===== config.mk =====
export PLATFORM = sky130hd
export DESIGN_NAME = ttt_win_judge_flat
export DESIGN_NICKNAME = d
export VERILOG_FILES = /design/src/rtl/ttt_win_judge_if.sv /design/src/rtl/ttt_win_judge.sv /design/src/flat_wrapper.sv
export SDC_FILE = /design/constraint.sdc
export NUM_CORES = 1
export LEC_CHECK = 0
export ABC_AREA = 1
export BUFFER_PORTS_ARGS = -buffer_cell sky130_fd_sc_hd__buf_4
export CORE_ASPECT_RATIO = 0.7
export CORE_MARGIN = 4
export CORE_UTILIZATION = 63
export CTS_CLUSTER_DIAMETER = 30
export DETAILED_ROUTE_END_ITERATION = 16
export GPL_ROUTABILITY_DRIVEN = 0
export PLACE_DENSITY = 0.84
export SLEW_MARGIN = 20
export SYNTH_ARGS = -nofsm -noshare
export SYNTH_HDL_FRONTEND = slang
export SYNTH_SLANG_ARGS = --single-unit

===== constraint.sdc =====
create_clock -name clk -period 6.75 [get_ports clk]
set_input_delay 0.675 -clock clk [delete_from_list [all_inputs] [get_ports clk]]
set_output_delay 0.675 -clock clk [all_outputs]
set_load 0.01 [all_outputs]

===== src/rtl/ttt_win_judge_if.sv =====
// Board-in / result-out bundle between the game controller, the win judge
// and the display stage.
interface ttt_win_judge_if;
    logic [8:0] game_mem;
    logic [8:0] grid_active;
    logic       start;
    logic       busy;
    logic       done;
    logic [1:0] winner;
    logic       game_over;
    logic [8:0] win_mask;
    logic [8:0] blink_mask;

    modport master (
        output game_mem, grid_active, start,
        input  busy, done, winner, game_over, win_mask, blink_mask
    );

    modport slave (
        input  game_mem, grid_active, start,
        output busy, done, winner, game_over, win_mask, blink_mask
    );
endinterface


===== src/rtl/ttt_win_judge.sv =====
// Tic-tac-toe win/draw judge: scans the 8 winning lines one per clock on a
// board snapshot, latches the result and blinks the winning cells.
//
// state  | meaning
// IDLE   | results held, waiting for start or a change of grid_active
// SCAN   | evaluating line[line_idx] of the snapshot, one line per cycle
// FINISH | results visible, done high; rescan if a trigger arrived meanwhile
module ttt_win_judge #(
    parameter int BLINK_DIV = 25000000
) (
    input  logic            clk,
    input  logic            areset_i,
    ttt_win_judge_if.slave  bus
);
    localparam int CW = $clog2(BLINK_DIV);
    localparam logic [CW-1:0] CNT_MAX = CW'(BLINK_DIV - 1);

    typedef enum logic [1:0] {IDLE, SCAN, FINISH} state_t;

    state_t        state, state_nxt;
    logic [2:0]    line_idx;
    logic          pending;
    logic [8:0]    grid_prev;
    logic [8:0]    snap_mem, snap_act;
    logic [1:0]    scr_winner, scr_winner_nxt;
    logic [8:0]    scr_mask, scr_mask_nxt;
    logic [1:0]    fin_winner;
    logic [8:0]    fin_mask;
    logic [1:0]    winner_q;
    logic [8:0]    win_mask_q, blink_mask_q;
    logic [CW-1:0] blink_cnt;
    logic          blink_phase;
    logic          trigger, load_snap, last_line;
    logic [8:0]    cells;
    logic          line_win, line_owner;

    function automatic logic [8:0] line_cells(input logic [2:0] idx);
        case (idx)
            3'd0:    return 9'b000_000_111;
            3'd1:    return 9'b000_111_000;
            3'd2:    return 9'b111_000_000;
            3'd3:    return 9'b001_001_001;
            3'd4:    return 9'b010_010_010;
            3'd5:    return 9'b100_100_100;
            3'd6:    return 9'b100_010_001;
            default: return 9'b001_010_100;
        endcase
    endfunction

    always_comb begin
        trigger    = bus.start | (bus.grid_active != grid_prev);
        last_line  = (line_idx == 3'd7);
        cells      = line_cells(line_idx);
        line_win   = ((snap_act & cells) == cells) &&
                     (((snap_mem & cells) == cells) || ((snap_mem & cells) == 9'h000));
        line_owner = |(snap_mem & cells);

        // First winning line in scan order decides the winner; all winning lines add to the mask.
        scr_winner_nxt = scr_winner;
        if (line_win && (scr_winner == 2'b00))
            scr_winner_nxt = {line_owner, ~line_owner};
        scr_mask_nxt = scr_mask | (line_win ? cells : 9'h000);

        fin_winner = scr_winner_nxt;
        fin_mask   = scr_mask_nxt;
        if ((scr_winner_nxt == 2'b00) && (snap_act == 9'h1FF)) begin
            fin_winner = 2'b11;
            fin_mask   = 9'h000;
        end
    end

    always_comb begin
        state_nxt = state;
        load_snap = 1'b0;
        case (state)
            IDLE: begin
                if (trigger) begin
                    state_nxt = SCAN;
                    load_snap = 1'b1;
                end
            end
            SCAN: begin
                if (last_line)
                    state_nxt = FINISH;
            end
            FINISH: begin
                if (pending || trigger) begin
                    state_nxt = SCAN;
                    load_snap = 1'b1;
                end else begin
                    state_nxt = IDLE;
                end
            end
            default: state_nxt = IDLE;
        endcase
    end

    always_ff @(posedge clk or posedge areset_i) begin
        if (areset_i) begin
            state      <= IDLE;
            line_idx   <= 3'd0;
            pending    <= 1'b0;
            grid_prev  <= 9'h000;
            snap_mem   <= 9'h000;
            snap_act   <= 9'h000;
            scr_winner <= 2'b00;
            scr_mask   <= 9'h000;
            winner_q   <= 2'b00;
            win_mask_q <= 9'h000;
        end else begin
            state     <= state_nxt;
            grid_prev <= bus.grid_active;

            if (state == FINISH)
                pending <= 1'b0;
            else if ((state == SCAN) && trigger)
                pending <= 1'b1;

            if (load_snap) begin
                snap_mem   <= bus.game_mem;
                snap_act   <= bus.grid_active;
                scr_winner <= 2'b00;
                scr_mask   <= 9'h000;
                line_idx   <= 3'd0;
            end else if (state == SCAN) begin
                scr_winner <= scr_winner_nxt;
                scr_mask   <= scr_mask_nxt;
                line_idx   <= line_idx + 3'd1;
                // Results land on the edge into FINISH so they are valid alongside done.
                if (last_line) begin
                    winner_q   <= fin_winner;
                    win_mask_q <= fin_mask;
                end
            end
        end
    end

    always_ff @(posedge clk or posedge areset_i) begin
        if (areset_i) begin
            blink_cnt    <= '0;
            blink_phase  <= 1'b1;
            blink_mask_q <= 9'h000;
        end else begin
            if (winner_q == 2'b00) begin
                blink_cnt   <= '0;
                blink_phase <= 1'b1;
            end else if (blink_cnt == CNT_MAX) begin
                blink_cnt   <= '0;
                blink_phase <= ~blink_phase;
            end else begin
                blink_cnt   <= blink_cnt + CW'(1);
            end
            blink_mask_q <= blink_phase ? ((winner_q == 2'b11) ? 9'h1FF : win_mask_q) : 9'h000;
        end
    end

    assign bus.busy       = (state != IDLE);
    assign bus.done       = (state == FINISH);
    assign bus.winner     = winner_q;
    assign bus.game_over  = (winner_q != 2'b00);
    assign bus.win_mask   = win_mask_q;
    assign bus.blink_mask = blink_mask_q;
endmodule


===== src/flat_wrapper.sv =====
// flat-port wrapper written by rule: the top's interface ports become plain ports
module ttt_win_judge_flat 
#(
    parameter int BLINK_DIV = 25000000
)
  (clk, areset_i, bus_game_mem, bus_grid_active, bus_start, bus_busy, bus_done, bus_winner, bus_game_over, bus_win_mask, bus_blink_mask);
  ttt_win_judge_if bus_i ();
  input  logic clk;
  input  logic areset_i;
  input wire logic [$bits(bus_i.game_mem)-1:0] bus_game_mem;
  input wire logic [$bits(bus_i.grid_active)-1:0] bus_grid_active;
  input wire logic [$bits(bus_i.start)-1:0] bus_start;
  output wire logic [$bits(bus_i.busy)-1:0] bus_busy;
  output wire logic [$bits(bus_i.done)-1:0] bus_done;
  output wire logic [$bits(bus_i.winner)-1:0] bus_winner;
  output wire logic [$bits(bus_i.game_over)-1:0] bus_game_over;
  output wire logic [$bits(bus_i.win_mask)-1:0] bus_win_mask;
  output wire logic [$bits(bus_i.blink_mask)-1:0] bus_blink_mask;
  assign bus_i.game_mem = bus_game_mem;
  assign bus_i.grid_active = bus_grid_active;
  assign bus_i.start = bus_start;
  assign bus_busy = bus_i.busy;
  assign bus_done = bus_i.done;
  assign bus_winner = bus_i.winner;
  assign bus_game_over = bus_i.game_over;
  assign bus_win_mask = bus_i.win_mask;
  assign bus_blink_mask = bus_i.blink_mask;
  ttt_win_judge #(.BLINK_DIV(BLINK_DIV)) u_core (.clk(clk), .areset_i(areset_i), .bus(bus_i));
endmodule

==> metrics.cfg, run 1 <==
[run_status]
status = finished clean

[drt]
wl_um = 9950
drt_iter0_markers = 392
vias_per_cell = 5.34
ant_nets = 0
drcViolationCount = 0
firstDrtPassIters = 7
wl_per_cell_um = 14.2
vias = 3733

[final_layout]
mostFrequentLayoutCell = nand2_1
drive_gt1_share_pct = 14.7
layout.nets = 628
postLayoutCellArea_mm2 = 0.00504
final_cells = 699
layout_common_cells = nand2_1, dfrtp_1, inv_1
diodes = 0
fin_util_pct = 73.9
areaGrowthSynthToFinish_pct = 13.1
nFillCells = 536

[cts]
cts_tree = yes
cts_hold_buf = 0
clk_pin_slew_ns = 0.09
post_cts_resize_count = 0
clk_path_buf_depth = 2
clock_sinks = 90
cts_setup_buffers = 0
cts_buffers = 9
htreeDepth = 3
cts_root_buf = clkbuf_8
insertion_delay_ns = 0.36

[die]
die_height_um = 78.3
pin_count = 44
initial_utilization_pct = 65.3
core_mm2 = 0.00682
num_rows = 25
die_area_mm2 = 0.00850
dieWidth_um = 108

[synthesis]
syn_inst = 554
yosys.area_share.simple_pct = 25.6
synth.avg_cell_area_um2 = 8.04
synth_compound_area_share_pct = 10.7
ys_warn_count = 0
syn_area_mm2 = 0.00445
synthXorXnorAreaFrac_pct = 1.97
syn_nets = 582
yosysSeqAreaShare_pct = 50.6
synth-seq-cells = 90
synth_fa_ha_area_share_pct = 1.97
synth_top_family_by_area = simple AND/OR/NAND/NOR gates
synthMuxAreaShare_pct = 0
ys_types = 34

[grt]
antenna_found_initial = 0
grtUsageTotal_pct = 25.6
grt_pass1_wl_um = 17000
grt_overflow = 0
grt_pass1_vias = 3567
grt_max_degree = 91

[power]
peakVddDrop_mv = 0.128
p_leak_nw = 2.53
power.density_mw_per_mm2 = 198

[timing]
tightestPinTransition_ns = 0.803
slew_violations = 0
max_freq_ghz = 0.402
setup_viol = 0
finalSetupTns_ns = 0
hold_viol = 0
period_minus_slack_ns = 2.48
slew_headroom_pct = 46.3
hold_ws_ns = 0.432
period_share_pct = 36.8
skew_ns = 0.00949
rsz0062_at_grt = no

[critical_path]
start_kind = flip-flop
reg2reg_setup_slack_ns = 4.27
critPathMaxFanout = 12
critical_path_class = reg -> reg
endpoint_kind = flip-flop
critPathRequiredTime_ns = 7.00
arrival_ns = 2.74

[hold_path]
min_path_type = in -> reg

[placed_design]
dp_cells = 683
placed_area_mm2 = 0.00485
io_buffers = 43
hpwl_um = 7190

[job]
cap_violations = 0

stage by stage:
step,setup slack (ns),power [W]
global placement,4.35,0.000661
floorplan,3.74,0.000628
CTS,4.30,0.00100
global route,4.02,0.00104
finish,4.27,0.000995
detailed placement,4.25,0.000665
registers in the layout, summed over array words and instances (netlist names):
signal,count
u_core.blink_cnt,25
u_core.bus.blink_mask,9
u_core.bus.win_mask,9
u_core.grid_prev,9
u_core.scr_mask,9
u_core.snap_act,9
u_core.snap_mem,9
u_core.line_idx,3
u_core.bus.winner,2
u_core.scr_winner,2
u_core.state,2
u_core.blink_phase,1
u_core.pending,1
worst paths after layout:
check	start	endpoint	depth (start not counted)
max in group asynchronous	areset_i	u_core.snap_mem[4]$_DFFE_PP0P_	3
worst min register to register	u_core.blink_cnt[0]$_DFF_PP0_	u_core.blink_cnt[0]$_DFF_PP0_	1
min in group asynchronous	areset_i	u_core.grid_prev[1]$_DFF_PP0_	3
worst max register to register	u_core.line_idx[0]$_DFFE_PP0P_	u_core.bus.winner[0]$_DFFE_PP0P_	15
worst max-delay path	u_core.line_idx[0]$_DFFE_PP0P_	u_core.bus.winner[0]$_DFFE_PP0P_	15
worst min-delay path	bus_grid_active[7]	u_core.grid_prev[7]$_DFF_PP0_	1
synth_stat cells:
cell type	instances	area share (%)
and3_1	1	0.14
or2_2	3	0.42
o21bai_1	1	0.17
nor3_1	13	1.5
nand4_1	7	0.98
buf_2	5	0.56
nand2_2	7	0.98
clkinv_1	1	0.084
o21ai_0	21	2.4
ha_1	7	2.0
o21a_1	5	0.84
inv_2	1	0.084
nand3_4	1	0.39
xnor2_1	3	0.59
buf_6	2	0.51
nor2_4	2	0.51
o21ai_2	8	1.6
nor2_1	71	6.0
buf_4	1	0.17
nor2_2	3	0.42
o21ai_1	2	0.22
inv_1	89	7.5
nand3_1	30	3.4
o22ai_1	4	0.56
clkbuf_1	3	0.25
nand2_1	115	9.7
xor2_1	7	1.4
nand3b_1	1	0.17
dfrtp_1	89	50
a21oi_1	44	4.9
nor4_1	1	0.14
nand3_2	2	0.45
nor3b_1	3	0.51
dfstp_2	1	0.59
power by group:
group	switching, W	internal (W)
clock	0.000185	0.000155
sequential	0.0000118	0.000556
combinational	0.0000532	0.0000334
total	0.000250	0.000745
routing by layer:
metal	global-route usage, %	routed length [um]	share of wire, %	vias to the layer above
met5	0	0	0	-
li1	-	-	-	1835
met1	38.8	4630	47	1714
met3	7.23	1050	11	10
met2	35.9	4160	42	174
met4	7.19	111	1.1	0
critical path, stage by stage, from the launching register on:
cell and delay [ns]:
dfrtp_1 0.41, inv_1 0.12, ha_1 0.30, nor2_1 0.12
nand3_4 0.14, nand2_2 0.10, nand2_1 0.07, nand2_1 0.05
inv_1 0.05, nand2_1 0.06, nor2_2 0.37, nand2_1 0.10
nand2_1 0.08, nand2_2 0.21, nor2_4 0.17, nor2_2 0.04
cell type report:
cell class / instances / area (um2) / share of cell area (%)
sequential: 90 / 2250 / 44.7
multi-input combinational: 362 / 1790 / 35.6
timing repair buffer: 46 / 349 / 6.93
inverter: 91 / 343 / 6.81
clock buffer: 13 / 159 / 3.15
tap: 94 / 118 / 2.33
clock inverter: 3 / 23.8 / 0.472
cells by family (layout without fill, tap and decap cells):
| kind of cell | after synthesis | count (layout) |
|---|---|---|
| adder cells (fa/ha/maj) | 7 | 7 |
| AO/OA/AOI/OAI | 85 | 85 |
| XOR/XNOR | 10 | 10 |
| buffers and inverters | 102 | 153 |
| AND/OR/NAND/NOR | 260 | 260 |
| flip-flops | 90 | 90 |
Power figures use the tool's default switching activity.
==> inputs of run 2 (changes only) <==
Settings changed: CORE_UTILIZATION 63 to 53, PLACE_DENSITY 0.84 to 0.76.
Clock period 6.75 ns to 2.2 ns, I/O delays scaled along.
==> run 2 against run 1 <==
  * Sequential power grew to 3.1 times the previous value
  * Power rose to 3.5 times the previous value
  * Cell area grew 7.3%
  * Routed wire length up 7.8%
  * Non-clock buffer count grew 17
  * Global-route usage fell by 2.8 points
  * Clock power rose to 4.4 times the previous value
  * Critical path type unchanged
  * Critical endpoint is now u_core.bus.win_mask[0]$_DFFE_PP0P_
  * Largest power group unchanged
==> metrics.cfg, run 2 (synthesis results as in run 1) <==
[critical_path]
critPathMaxFanout = 11
critPathRequiredTime_ns = 2.43
endpoint_kind = flip-flop
critical_path_class = reg -> reg
cpMaxStageDelayCell = dfrtp_1
reg2reg_setup_slack_ns = 0.11
arrival_ns = 2.31
path_common_cell = nand2_1
path_cells = inv_2, ha_4, nor2_2, nand3_4, nand2_2, nand2_1, nand2_1, inv_1, nand2_1, nor2_2, buf_4, nand3_1, nand2_1, inv_1, o21ai_2
start_kind = flip-flop
cpPeakStageDelay_ns = 0.42

[timing]
slew_violations = 0
period_minus_slack_ns = 2.09
period_share_pct = 94.8
max_freq_ghz = 0.480
hold_viol = 0
tightestPinTransition_ns = 0.472
slew_headroom_pct = 68.6
setup_viol = 0
skew_ns = 0.00585

[grt]
grt_pass1_vias = 3765
grt_max_degree = 91
grt_overflow = 0
antenna_found_initial = 0
grtUsageTotal_pct = 22.8
grt_pass1_wl_um = 18200

[power]
peakVddDrop_mv = 0.488
power_w = 0.00353
p_leak_nw = 2.68
power.density_mw_per_mm2 = 653

[cts]
insertion_delay_ns = 0.34
htreeDepth = 3
cts_buffers = 9
cts_tree = yes
clk_path_buf_depth = 2
clock_sinks = 90
cts_root_buf = clkbuf_16
clk_pin_slew_ns = 0.06

[final_layout]
postLayoutCellArea_mm2 = 0.00541
layout.nets = 646
areaGrowthSynthToFinish_pct = 21.4
diodes = 0
largest-register = u_core.blink_cnt
mostFrequentLayoutCell = nand2_1
drive_gt1_share_pct = 19.6
largest_reg_flops = 25
layout_common_cells = nand2_1, dfrtp_1, inv_1

[drt]
wl_per_cell_um = 14.8
drt_iter0_markers = 406
vias = 3830
firstDrtPassIters = 5
wl_um = 10700
vias_per_cell = 5.29
drcViolationCount = 0
ant_nets = 0

[die]
core_mm2 = 0.00801
dieWidth_um = 118
pin_count = 44
die_height_um = 84.7
die_area_mm2 = 0.00996
initial_utilization_pct = 55.6
num_rows = 27

[hold_path]
min_path_type = in -> async

[job]
cap_violations = 0

[run_status]
status = finished clean

[placed_design]
placed_area_mm2 = 0.00497
hpwl_um = 7770
io_buffers = 43

[run 2: cell types whose count changed in the layout (fill, tap and decap cells not counted), sizes merged]
cell         before  now
buf              46   59
dlygate4sd3       0    4
clkbuf           13   11
bufinv            0    1
clkinv            3    4
nand2           122  123
[run 2: worst max-delay path, delay by kind of cell, from the launching register on]
kind,cells,cell delay [ns]
DFF,1,0.42
AOI/OAI and AO/OA,1,0.05
buffers and inverters,4,0.41
adders and majority gates,1,0.20
and+or+nand+nor,9,0.86
[run 2: path summary, 6_finish.rpt]
path / from / to / cells after the start
worst max register to register: u_core.line_idx[1]$_DFFE_PP0P_ / u_core.bus.win_mask[0]$_DFFE_PP0P_ / 15
min in group clk: bus_grid_active[6] / u_core.grid_prev[6]$_DFF_PP0_ / 1
worst min register to register: u_core.blink_cnt[0]$_DFF_PP0_ / u_core.blink_cnt[0]$_DFF_PP0_ / 1
max in group asynchronous: areset_i / u_core.line_idx[0]$_DFFE_PP0P_ / 3
worst min-delay path: areset_i / u_core.blink_cnt[2]$_DFF_PP0_ / 3
worst max-delay path: u_core.line_idx[1]$_DFFE_PP0P_ / u_core.bus.win_mask[0]$_DFFE_PP0P_ / 15
[run 2: cell type report]
type | count | area [um2]
clock buffers | 11 | 233
clock inverters | 5 | 56.3
fillers | 660 | 2600
inverters | 91 | 348
multi-input cells | 363 | 1880
flip-flops and latches | 90 | 2250
well taps | 101 | 126
repair buffers | 63 | 512
[run 2: power breakdown]
group	switching (W)	total (W)	internal, W
logic	0.000166	0.000291	0.000125
clock network	0.000612	0.00149	0.000878
registers	0.0000387	0.00175	0.00171
total	0.000817	0.00353	0.00271
[run 2: metrics by stage]
| step | setup TNS, ns | setup slack, ns | util [%] | instances | hold slack [ns] |
|---|---|---|---|---|---|
| floorplan | 0 | 0.267 | - | 554 | 0.251 |
| global placement | 0 | 0.0924 | 62.1 | 701 | 0.338 |
| detailed placement | -1.27 | -0.126 | 62.1 | 701 | 0.340 |
| CTS | 0 | 0.00213 | 66.6 | 721 | 0.00138 |
| global route | -0.0945 | -0.0250 | 67.5 | 724 | 0.00252 |
| finish | 0 | 0.115 | 67.5 | 724 | 0.00578 |
[run 2: routing by layer]
metal / vias up / wire length [um] / global-route usage (%) / share of wire (%)
li1: 1868 / - / - / -
met1: 1797 / 5090 / 33.3 / 47
met2: 148 / 4620 / 33.6 / 43
met3: 17 / 890 / 6.73 / 8.3
met4: 0 / 128 / 5.53 / 1.2
met5: - / 0 / 0 / 0
[run 2: repair_timing]
action | 4_1_cts | 5_1_grt
setup endpoints to repair | 20 | 30
hold buffers | 4 | 0
setup buffers | 0 | 2
resized for setup | 8 | 19
endpoints found under the hold margin | 4 | 0
gates cloned | 0 | 1
pin swaps | 0 | 4
==> inputs of run 3 (changes only) <==
Settings changed: HOLD_SLACK_MARGIN set to 0.02.
==> run 3 against run 2 <==
  * The flow now finishes with violations (hold timing)
  * Routed wire length grew 0.87%
  * Via count rose by 1.2%
  * Worst setup slack is essentially flat
  * Critical endpoint unchanged
  * Largest power group unchanged
  * Highest routed layer unchanged
==> metrics.cfg, run 3 (synthesis results as in run 1) <==
[run_status]
status = complete, but fails checks
violations = hold timing

[final_layout]
layout.nets = 651
final_cells = 729
largest-register = u_core.blink_cnt
nFillCells = 653
drive_gt1_share_pct = 19.4
postLayoutCellArea_mm2 = 0.00546
largest_reg_flops = 25
mostFrequentLayoutCell = nand2_1
diodes = 0
areaGrowthSynthToFinish_pct = 22.5
layout_common_cells = nand2_1, dfrtp_1, inv_1
fin_util_pct = 68.2

[cts]
htreeDepth = 3
insertion_delay_ns = 0.34
clk_path_buf_depth = 2
cts_tree = yes
clock_sinks = 90
cts_buffers = 9
cts_root_buf = clkbuf_16
clk_pin_slew_ns = 0.06

[die]
core_mm2 = 0.00801
pin_count = 44
die_height_um = 84.7
die_area_mm2 = 0.00996
num_rows = 27
initial_utilization_pct = 55.6
dieWidth_um = 118

[grt]
grt_max_degree = 91
antenna_found_initial = 0
grtUsageTotal_pct = 22.9
grt_overflow = 0
grt_pass1_wl_um = 18400
grt_pass1_vias = 3800

[power]
power.density_mw_per_mm2 = 648
peakVddDrop_mv = 0.488
power_w = 0.00354
p_leak_nw = 2.70

[drt]
vias = 3876
wl_um = 10800
vias_per_cell = 5.32
firstDrtPassIters = 5
wl_per_cell_um = 14.8
drcViolationCount = 0
drt_iter0_markers = 292
ant_nets = 0

[critical_path]
path_cells = inv_2, ha_4, nor2_2, nand3_4, nand2_2, nand2_1, nand2_1, nor2_2, nand2_2, nand2_2, buf_6, nand3_1, nand2_1, inv_1, o21ai_2
critical-path-top-delay-family = simple AND/OR/NAND/NOR gates
cpMaxStageDelayCell = dfrtp_1
start_kind = flip-flop
cpPeakStageDelay_ns = 0.42
critical_path_depth = 15
critical_path_class = reg -> reg
reg2regPathDepth = 15
path_buf_inv = 3
critPathRequiredTime_ns = 2.43
arrival_ns = 2.31
endpoint_kind = flip-flop
critPathMaxFanout = 11

[placed_design]
hpwl_um = 7770
dp_cells = 701
dp_slack_ns = -0.126
placed_area_mm2 = 0.00497
io_buffers = 43

[timing]
period_minus_slack_ns = 2.08
hold_ws_ns = -0.0113
slew_headroom_pct = 67.5
skew_ns = 0.00654
max_freq_ghz = 0.480
finalWorstSetupSlack_ns = 0.115
period_share_pct = 94.8
slew_violations = 0
hold_viol = 3
setup_viol = 0
tightestPinTransition_ns = 0.487

[hold_path]
min_path_type = in -> async

[job]
cap_violations = 0

==> run 3: cell count changes in the layout (fill, tap and decap cells not counted) <==
cell,delta
dlygate4sd3_1,+5
==> run 3: worst min-delay path, stage by stage <==
cell and delay [ns]:
buf_4 0.12, clkinvlp_4 0.07, buf_12 0.35
==> run 3: power by group <==
part	switching, W	total, W	internal (W)
logic	0.000168	0.000299	0.000130
registers	0.0000390	0.00175	0.00171
clock network	0.000612	0.00149	0.000878
total	0.000819	0.00354	0.00272
==> run 3: worst paths after layout <==
| check | from | endpoint | slack (ns) |
|---|---|---|---|
| setup / recovery | u_core.line_idx[1]$_DFFE_PP0P_ | u_core.bus.win_mask[0]$_DFFE_PP0P_ | 0.12 |
| hold / removal | areset_i | u_core.blink_cnt[2]$_DFF_PP0_ | -0.01 |
| setup reg to reg | u_core.line_idx[1]$_DFFE_PP0P_ | u_core.bus.win_mask[0]$_DFFE_PP0P_ | 0.12 |
| hold reg to reg | u_core.blink_cnt[0]$_DFF_PP0_ | u_core.blink_cnt[0]$_DFF_PP0_ | 0.46 |
| max in group asynchronous | areset_i | u_core.line_idx[0]$_DFFE_PP0P_ | 1.79 |
| min in group clk | bus_game_mem[1] | u_core.snap_mem[1]$_DFFE_PP0P_ | 0.12 |
==> run 3: timing repair <==
item | 4_1_cts | 5_1_grt
gates cloned | 0 | 1
setup endpoints to repair | 20 | 30
hold buffers | 9 | 0
gates resized for setup | 8 | 19
hold endpoints to repair | 9 | 0
buffers inserted | 0 | 2
pin swaps | 0 | 4
==> run 3: per-stage QoR <==
step / hold slack [ns] / TNS, ns
floorplan: 0.251 / 0
global placement: 0.338 / 0
detailed placement: 0.340 / -1.27
CTS: 0.0296 / 0
global route: 0.0555 / -0.0945
finish: -0.0113 / 0
==> run 3: cell type report <==
class	instances	area, um2	area share [%]
well taps	101	126	2.32
clock buffers	11	233	4.27
multi-input cells	363	1880	34.4
clock inverters	5	56.3	1.03
flip-flops and latches	90	2250	41.3
repair buffers	68	562	10.3
inverters	91	348	6.37
==> run 3: layer usage <==
layer / global-route usage [%] / share of wire [%] / vias to the layer above
met2: 33.9 / 44 / 142
met1: 33.5 / 47 / 1836
met3: 6.67 / 7.9 / 19
met4: 5.74 / 1.3 / 0
li1: - / - / 1879
met5: 0 / 0 / -
